`src/rtl/mpei_tcm_boot_loader.sv`:
```
// rtl/mpei_tcm_boot_loader.sv - framed byte-stream TCM preloader with checksum and core reset sequencing
module mpei_tcm_boot_loader #(
    parameter  int DATA_W    = 32,
    parameter  int DEPTH     = 1024,
    parameter  int BASE_ADDR = 0,
    parameter  int HOLD_CYC  = 15,
    localparam int NB        = DATA_W / 8,
    localparam int ADDR_W    = $clog2(DEPTH)
) (
    input  logic              clk_i,
    input  logic              rstn_i,
    input  logic              bypass_i,
    input  logic              s_valid_i,
    input  logic [7:0]        s_data_i,
    output logic              s_ready_o,
    output logic              mem_we_o,
    output logic [ADDR_W-1:0] mem_addr_o,
    output logic [DATA_W-1:0] mem_wdata_o,
    output logic              core_rstn_o,
    output logic              busy_o,
    output logic              done_o,
    output logic              err_o,
    output logic [1:0]        err_code_o,
    output logic [15:0]       words_o
);

    localparam int BC_W = (NB > 1) ? $clog2(NB) : 1;
    localparam logic [ADDR_W-1:0] START_ADDR = ADDR_W'(BASE_ADDR % DEPTH);

    typedef enum logic [2:0] {
        S_IDLE, S_LEN_LO, S_LEN_HI, S_DATA, S_CSUM, S_HOLD, S_RUN, S_ERR
    } state_t;

    state_t            state_q, state_d;
    logic [15:0]       len_q, len_d;
    logic [BC_W-1:0]   byte_cnt_q, byte_cnt_d;
    logic [DATA_W-1:0] word_q, word_d;
    logic [7:0]        csum_q, csum_d;
    logic [ADDR_W-1:0] addr_ptr_q, addr_ptr_d;
    logic [31:0]       hold_cnt_q, hold_cnt_d;
    logic              mem_we_q, mem_we_d;
    logic [ADDR_W-1:0] mem_addr_q, mem_addr_d;
    logic [DATA_W-1:0] mem_wdata_q, mem_wdata_d;
    logic [15:0]       words_q, words_d;
    logic [1:0]        err_code_q, err_code_d;
    logic              s_ready_q, s_ready_d;
    logic              busy_q, busy_d;
    logic              core_rstn_q, core_rstn_d;
    logic              done_q, done_d;
    logic              err_q, err_d;

    logic              accept;
    logic [15:0]       len_full;

    // Next-state and datapath: frame parsing, word assembly, checksum and hold timing
    always_comb begin
        state_d     = state_q;
        len_d       = len_q;
        byte_cnt_d  = byte_cnt_q;
        word_d      = word_q;
        csum_d      = csum_q;
        addr_ptr_d  = addr_ptr_q;
        hold_cnt_d  = hold_cnt_q;
        mem_we_d    = 1'b0;
        mem_addr_d  = mem_addr_q;
        mem_wdata_d = mem_wdata_q;
        words_d     = words_q;
        err_code_d  = err_code_q;
        accept      = s_valid_i && s_ready_q;
        len_full    = {s_data_i, len_q[7:0]};

        case (state_q)
            S_IDLE: begin
                hold_cnt_d = '0;
                state_d    = bypass_i ? S_HOLD : S_LEN_LO;
            end
            S_LEN_LO: begin
                if (accept) begin
                    len_d[7:0] = s_data_i;
                    state_d    = S_LEN_HI;
                end
            end
            S_LEN_HI: begin
                if (accept) begin
                    if (len_full == 16'd0) begin
                        err_code_d = 2'd1;
                        state_d    = S_ERR;
                    end else if ({16'd0, len_full} > 32'(DEPTH)) begin
                        err_code_d = 2'd2;
                        state_d    = S_ERR;
                    end else begin
                        len_d      = len_full;
                        byte_cnt_d = '0;
                        csum_d     = 8'd0;
                        words_d    = 16'd0;
                        addr_ptr_d = START_ADDR;
                        state_d    = S_DATA;
                    end
                end
            end
            S_DATA: begin
                if (accept) begin
                    word_d[int'(byte_cnt_q)*8 +: 8] = s_data_i;
                    csum_d = csum_q ^ s_data_i;
                    if (byte_cnt_q == BC_W'(NB - 1)) begin
                        // Word complete: the write issues next cycle while the next word streams in
                        byte_cnt_d  = '0;
                        mem_we_d    = 1'b1;
                        mem_addr_d  = addr_ptr_q;
                        mem_wdata_d = word_d;
                        words_d     = words_q + 16'd1;
                        addr_ptr_d  = (addr_ptr_q == ADDR_W'(DEPTH - 1)) ? '0 : addr_ptr_q + 1'b1;
                        if (words_q == len_q - 16'd1) begin
                            state_d = S_CSUM;
                        end
                    end else begin
                        byte_cnt_d = byte_cnt_q + 1'b1;
                    end
                end
            end
            S_CSUM: begin
                if (accept) begin
                    if (s_data_i == csum_q) begin
                        hold_cnt_d = '0;
                        state_d    = S_HOLD;
                    end else begin
                        err_code_d = 2'd3;
                        state_d    = S_ERR;
                    end
                end
            end
            S_HOLD: begin
                if (hold_cnt_q == 32'(HOLD_CYC - 1)) begin
                    state_d = S_RUN;
                end else begin
                    hold_cnt_d = hold_cnt_q + 32'd1;
                end
            end
            S_RUN:   state_d = S_RUN;
            S_ERR:   state_d = S_ERR;
            default: state_d = S_ERR;
        endcase

        s_ready_d   = (state_d == S_LEN_LO) || (state_d == S_LEN_HI) ||
                      (state_d == S_DATA)   || (state_d == S_CSUM);
        busy_d      = s_ready_d;
        core_rstn_d = (state_d == S_RUN);
        done_d      = (state_d == S_RUN);
        err_d       = (state_d == S_ERR);
    end

    // State and registered outputs, all cleared asynchronously
    always_ff @(posedge clk_i or negedge rstn_i) begin
        if (!rstn_i) begin
            state_q     <= S_IDLE;
            len_q       <= '0;
            byte_cnt_q  <= '0;
            word_q      <= '0;
            csum_q      <= '0;
            addr_ptr_q  <= '0;
            hold_cnt_q  <= '0;
            mem_we_q    <= 1'b0;
            mem_addr_q  <= '0;
            mem_wdata_q <= '0;
            words_q     <= '0;
            err_code_q  <= '0;
            s_ready_q   <= 1'b0;
            busy_q      <= 1'b0;
            core_rstn_q <= 1'b0;
            done_q      <= 1'b0;
            err_q       <= 1'b0;
        end else begin
            state_q     <= state_d;
            len_q       <= len_d;
            byte_cnt_q  <= byte_cnt_d;
            word_q      <= word_d;
            csum_q      <= csum_d;
            addr_ptr_q  <= addr_ptr_d;
            hold_cnt_q  <= hold_cnt_d;
            mem_we_q    <= mem_we_d;
            mem_addr_q  <= mem_addr_d;
            mem_wdata_q <= mem_wdata_d;
            words_q     <= words_d;
            err_code_q  <= err_code_d;
            s_ready_q   <= s_ready_d;
            busy_q      <= busy_d;
            core_rstn_q <= core_rstn_d;
            done_q      <= done_d;
            err_q       <= err_d;
        end
    end

    assign s_ready_o   = s_ready_q;
    assign mem_we_o    = mem_we_q;
    assign mem_addr_o  = mem_addr_q;
    assign mem_wdata_o = mem_wdata_q;
    assign core_rstn_o = core_rstn_q;
    assign busy_o      = busy_q;
    assign done_o      = done_q;
    assign err_o       = err_q;
    assign err_code_o  = err_code_q;
    assign words_o     = words_q;

endmodule

```
`config.mk`:
```
export PLATFORM = sky130hd
export DESIGN_NAME = mpei_tcm_boot_loader
export DESIGN_NICKNAME = d
export VERILOG_FILES = /design/src/rtl/mpei_tcm_boot_loader.sv
export SDC_FILE = /design/constraint.sdc
export NUM_CORES = 1
export LEC_CHECK = 0
export BUFFER_PORTS_ARGS = -buffer_cell sky130_fd_sc_hd__buf_2
export CAP_MARGIN = 40
export CORE_MARGIN = 2
export CORE_UTILIZATION = 40
export DETAILED_ROUTE_END_ITERATION = 8
export GPL_ROUTABILITY_DRIVEN = 0
export HOLD_SLACK_MARGIN = 0.12
export SYNTH_ARGS = -nofsm -noshare
export SYNTH_HDL_FRONTEND = slang
export SYNTH_SLANG_ARGS = --single-unit
```
`constraint.sdc`:
```
create_clock -name clk_i -period 6.87 [get_ports clk_i]
set_input_delay 0.3435 -clock clk_i [delete_from_list [all_inputs] [get_ports clk_i]]
set_output_delay 0.3435 -clock clk_i [all_outputs]
set_load 0.01 [all_outputs]
```
### Word-level counts from Yosys, hierarchy flattened

Cells that the tools add are included.

* flip-flop bits (word level): 167
* input bits: 12
* output and inout bits: 66
* word-level logic and storage cells: 128

* add/subtract/negate cells: 6
* magnitude comparators: 1
* equal/unequal tests: 28
* shift operators: 2
* muxes and demuxes: 54
* bitwise logic cells: 4
* reductions and logical operators: 17

Operators with widths (number)
* $mux 32: 3
* $pmux 32 s3: 1
* $mux 16: 5
* $mux 10: 6
* $mux 8: 7
* $neg 5->33: 1
* $shift 8x33->32 const A: 1
* $shiftx 8x33->32: 1
* $add 32x1->32 const B: 1
* $bwmux 32: 1
* $eq 32x4->1 const B: 1
* $pmux 16 s2: 1
* $pmux 8 s2: 2
* $mux 3: 10
* $pmux 3 s8: 1
* $mux 2: 11
* $eq 3x3->1 const B: 7
* $pmux 10 s2: 1
* $ne 2x2->1 const B: 9
* $add 16x1->16 const B: 1
* $eq 16x16->1: 1
* $gt 16x11->1 const B: 1
* $logic_not 16->1: 1
* $sub 16x1->16 const B: 1
* 22 further kinds: 37

### Longest topological paths before layout

* depth after elaboration: 10
* gate-level depth with buffers: 11

### Least setup slack after synthesis

OpenSTA, ideal clock, no wires.

* path kind: reg-to-reg
* start: reg len_q[0]
* end: reg words_q[6] (netlist: words_o[6])
* library setup time: 0.110 ns
* arrival time: 2.745 ns
* path slack: 4.015 ns
* cell stages (with the launch flop): 12
* path buffers: 2
* cell sequence: dfrtp_1 inv_1 ha_1 or4b_4 nor4b_4 mux2_4 mux2_1 nand2_1 buf_6 clkbuf_1 o21ai_0 o41ai_1

* longest elaborated chain between the ends: 3
* elaborated cells between the ends (all ways): 5

Ends and longest elaborated chain
* from (decl): RTL line 35 `logic [15:0] len_q, len_d;`
* from (signal assigned): RTL line 174 `len_q <= len_d;`
* $gt 16x11->1 / $logic_not 16->1 (equally long branches): RTL line 88, 85
* $ne 2x2->1 (no line)
* $reduce_and 6->1 (no line) (*)
* to (signal assigned): RTL line 183 `words_q <= words_d;`
* to (decl): RTL line 44 `logic [15:0] words_q, words_d;`

Every way passes the cells marked *; elsewhere a longest branch is shown, timed or not.
A chain may end at the register's enable or synchronous reset.

### Final worst setup path

* start: reg state_q[1]
* end: reg words_q[8] (netlist: words_o[8])

* longest elaborated chain between the ends: 3
* elaborated cells between the ends (all ways): 10

Ends and longest elaborated chain
* from (decl): RTL line 34 `state_t state_q, state_d;`
* from (signal assigned): RTL line 173 `state_q <= state_d;`
* $eq 3x2->1: RTL line 72 `case (state_q)`
* $ne 2x2->1 (no line) / $reduce_bool 2->1 (equally long branches)
* $reduce_and 6->1 (no line)

Several ways; a longest one is shown, not always the timed one.

==> impl_metrics.toml <==
[critical_path]
cp.required_ps = 7230
cp_max_fo = 66
slowest_delay_ps = 600
critical_path.most_common_cell = "nand2_1"
cp_slowest_cell = "dfrtp_1"
cp.arrival_ps = 3680
timing.rr.start = "state_q[1]"
cp-end-kind = "flip-flop"
rrSetupSlack_ps = 3550
path_buf_inv = 2
r2r-end = "words_o[8]"
cp_top_family = "simple AND/OR/NAND/NOR gates"
crit_chain = "nand2_1, or2_2, nor2_1, nand2_1, inv_2, buf_4, nand4_1, o21ai_0"
cp-start-kind = "flip-flop"
r2r_cells = 8
endpoint = "words_o[8]"
critical_path_class = "flip-flop to flip-flop"
cp.depth = 8
cp-startpoint = "state_q[1]"

[cts]
cts_resized = 0
cts_sinks = 167
clk_latency_ps = 430
clk_pin_slew_ps = 70
h-tree-depth = 4
ctsHoldBuffers = 1
clockBufferDepth = 2
root_buffer = "clkbuf_16"
cts_tree = "done"
cts_buffers = 17
postCtsSetupBuffers = 0

[timing]
holdWs_ps = 324
tightest_slew_ps = 846
setup_viol = 0
min_period_ps = 3320
timing.final.crit_share_pct = 48.3
rsz0062_at_grt = "false"
slew_headroom_pct = 43.1
skew_ps = 14.3
slew_viol_final = 0
hold_viol = 0
final.setup.tns_ps = 0
fmax_mhz = 301

[yosys]
synthTopCellsByArea = "dfrtp_1 49%, nor2_1 4.9%, a21oi_1 4.7%, nand2_1 3.9%, o21ai_0 3.9%"
synth_common_cells = "167 x dfrtp_1, 110 x nor2_1, 89 x nand2_1"
synthCells = 906
ys_warn_count = 0
synth_edf_count = 0
synthesis.area_sq_um = 8460
synth_seq_cells = 167
syn_avg_cell_area_sq_um = 9.34
synthMostInstantiatedCell = "dfrtp_1"
synth_nets = 929
async_reset_ff_share_pct = 100
yosys.cell_types.count = 61
synth_top_area_share_pct = 49.4
ys.flop_type = "dfrtp_1"
synth.largest_area_cell = "dfrtp_1"
yosysSeqAreaShare_pct = 49.4

[route]
initialDrtViolationCount = 432
antenna_left = 0
via_count = 6793
via_per_inst = 5.42
wl_per_cell_um = 16.4
drc = 0
wl_um = 20600
drt-pass1-iter-count = 4

[final_layout]
fin_area_sq_um = 9700
multi_input_area_sq_um = 4040
n_fill_cell = 1992
diodes = 0
regArea_sq_um = 4180
drive_above_1_share_pct = 15.3
area_growth_pct = 14.7
layout.nets = 989
layout.cells.non_filler = 1254

[grt]
grt_util_all_layers_pct = 19.1
grt_pass1_vias = 6498
grt_pass1_wl_um = 34000
antenna_found_initial = 0
grt_max_degree = 67
grt.overflow.total = 0

[place]
postPlaceCellArea_sq_um = 9070
dp_hpwl_um = 13800
dp.cells = 1221
io_buffer_count = 77

[flow_run]
cap_viol_max_count = 0

[floorplan]
dieArea_sq_um = 22300
core-area_sq_um = 20900
dieWidth_um = 149
ioPinCount = 78
num_rows = 53
die_h_um = 149
initial_core_util_pct = 40.5

[outcome]
outcome = "finished clean"

[power_and_ir_drop]
p_leak_nw = 4.40
ir_worst_vdd_mv = 0.204
p_per_area_nw_per_um2 = 376

[hold_path]
hold_path.class = "input pin to flip-flop"
[how the worst min path moves through the flow]
| stage | startpoint | slack [ps] | cells after the start | endpoint |
|---|---|---|---|---|
| detailed placement | rstn_i | 330 | 1 | mem_addr_o[0] |
| global route | s_data_i[6] | 320 | 3 | csum_q[6] |
| floorplan | rstn_i | 50 | 0 | addr_ptr_q[0] |
| finish | s_data_i[6] | 320 | 3 | csum_q[6] |
| CTS | s_data_i[6] | 310 | 3 | csum_q[6] |
| global placement | rstn_i | 330 | 1 | mem_addr_o[0] |
[cell usage in the layout, fill, tap and decap left out, drive strengths merged, types with 5 or more instances in the layout]
master and n:
xnor2 24, nand2b 7, a31oi 7, nor2 110, and2 8, and4 7, nor4 16, nor4b 5
a21oi 80, nor2b 35, nor3 21, nand2 89, xor2 28, a22o 34, nand3 31, clkinv 8
o21ai 70, and3 16, mux2 13, dfrtp 167, inv 10, ha 11, clkbuf 21, buf 88
nand4 17
[stage by stage]
stage	util (%)	setup slack [ps]	power [mW]
finish	46.5	3550	3.65
global route	46.5	3140	3.91
CTS	46.5	3480	3.69
detailed placement	43.4	3520	2.67
global placement	43.2	2830	2.64
floorplan	-	4010	2.30
[sequential cells by signal, indices dropped and copies added, names as in the netlist]
name / count
addr_ptr_q: 10
busy_o: 1
byte_cnt_q: 2
csum_q: 8
done_o: 1
err_code_o: 2
err_o: 1
hold_cnt_q: 32
len_q: 16
mem_addr_o: 10
mem_wdata_o: 32
mem_we_o: 1
state_q: 3
word_q: 32
words_o: 16
[worst min-delay path, stage by stage]
cell and delay [ps]:
buf_2 200, nand2_1 80, o21ai_0 70
[per-layer routing]
layer	up-vias	global-route usage [%]	share of wire [%]	routed length, um
li1	3324	-	-	-
met1	3299	25.9	47	9640
met2	146	31.1	47	9750
met3	24	3.66	4.3	877
met4	0	6.14	1.7	354
met5	-	0	0	0
[kinds of logic after synthesis]
| group | count (synthesis) | share of synthesized area [%] |
|---|---|---|
| buffers and inverters | 59 | 2.88 |
| XOR/XNOR | 52 | 5.38 |
| AND/OR/NAND/NOR | 384 | 23.2 |
| multiplexers | 13 | 1.77 |
| flip-flops | 167 | 49.4 |
| adder cells (fa/ha/maj) | 11 | 1.63 |
| AO/OA/AOI/OAI | 220 | 15.8 |
[area by class of cell]
cell class	count	share of cell area (%)
sequential	167	43.1
multi-input combinational	680	41.6
timing repair buffer	89	4.99
clock buffer	21	4.85
tap	275	3.55
clock inverter	11	1.52
inverter	11	0.426
[where the power goes]
group / total (mW) / internal (mW) / leakage [nW] / switching, mW
registers: 1.57 / 1.29 / 2.15 / 0.278
clock network: 1.00 / 0.601 / 0.303 / 0.402
logic: 1.08 / 0.487 / 1.94 / 0.596
total: 3.65 / 2.38 / 4.40 / 1.28
Power figures use the tool's default switching activity.
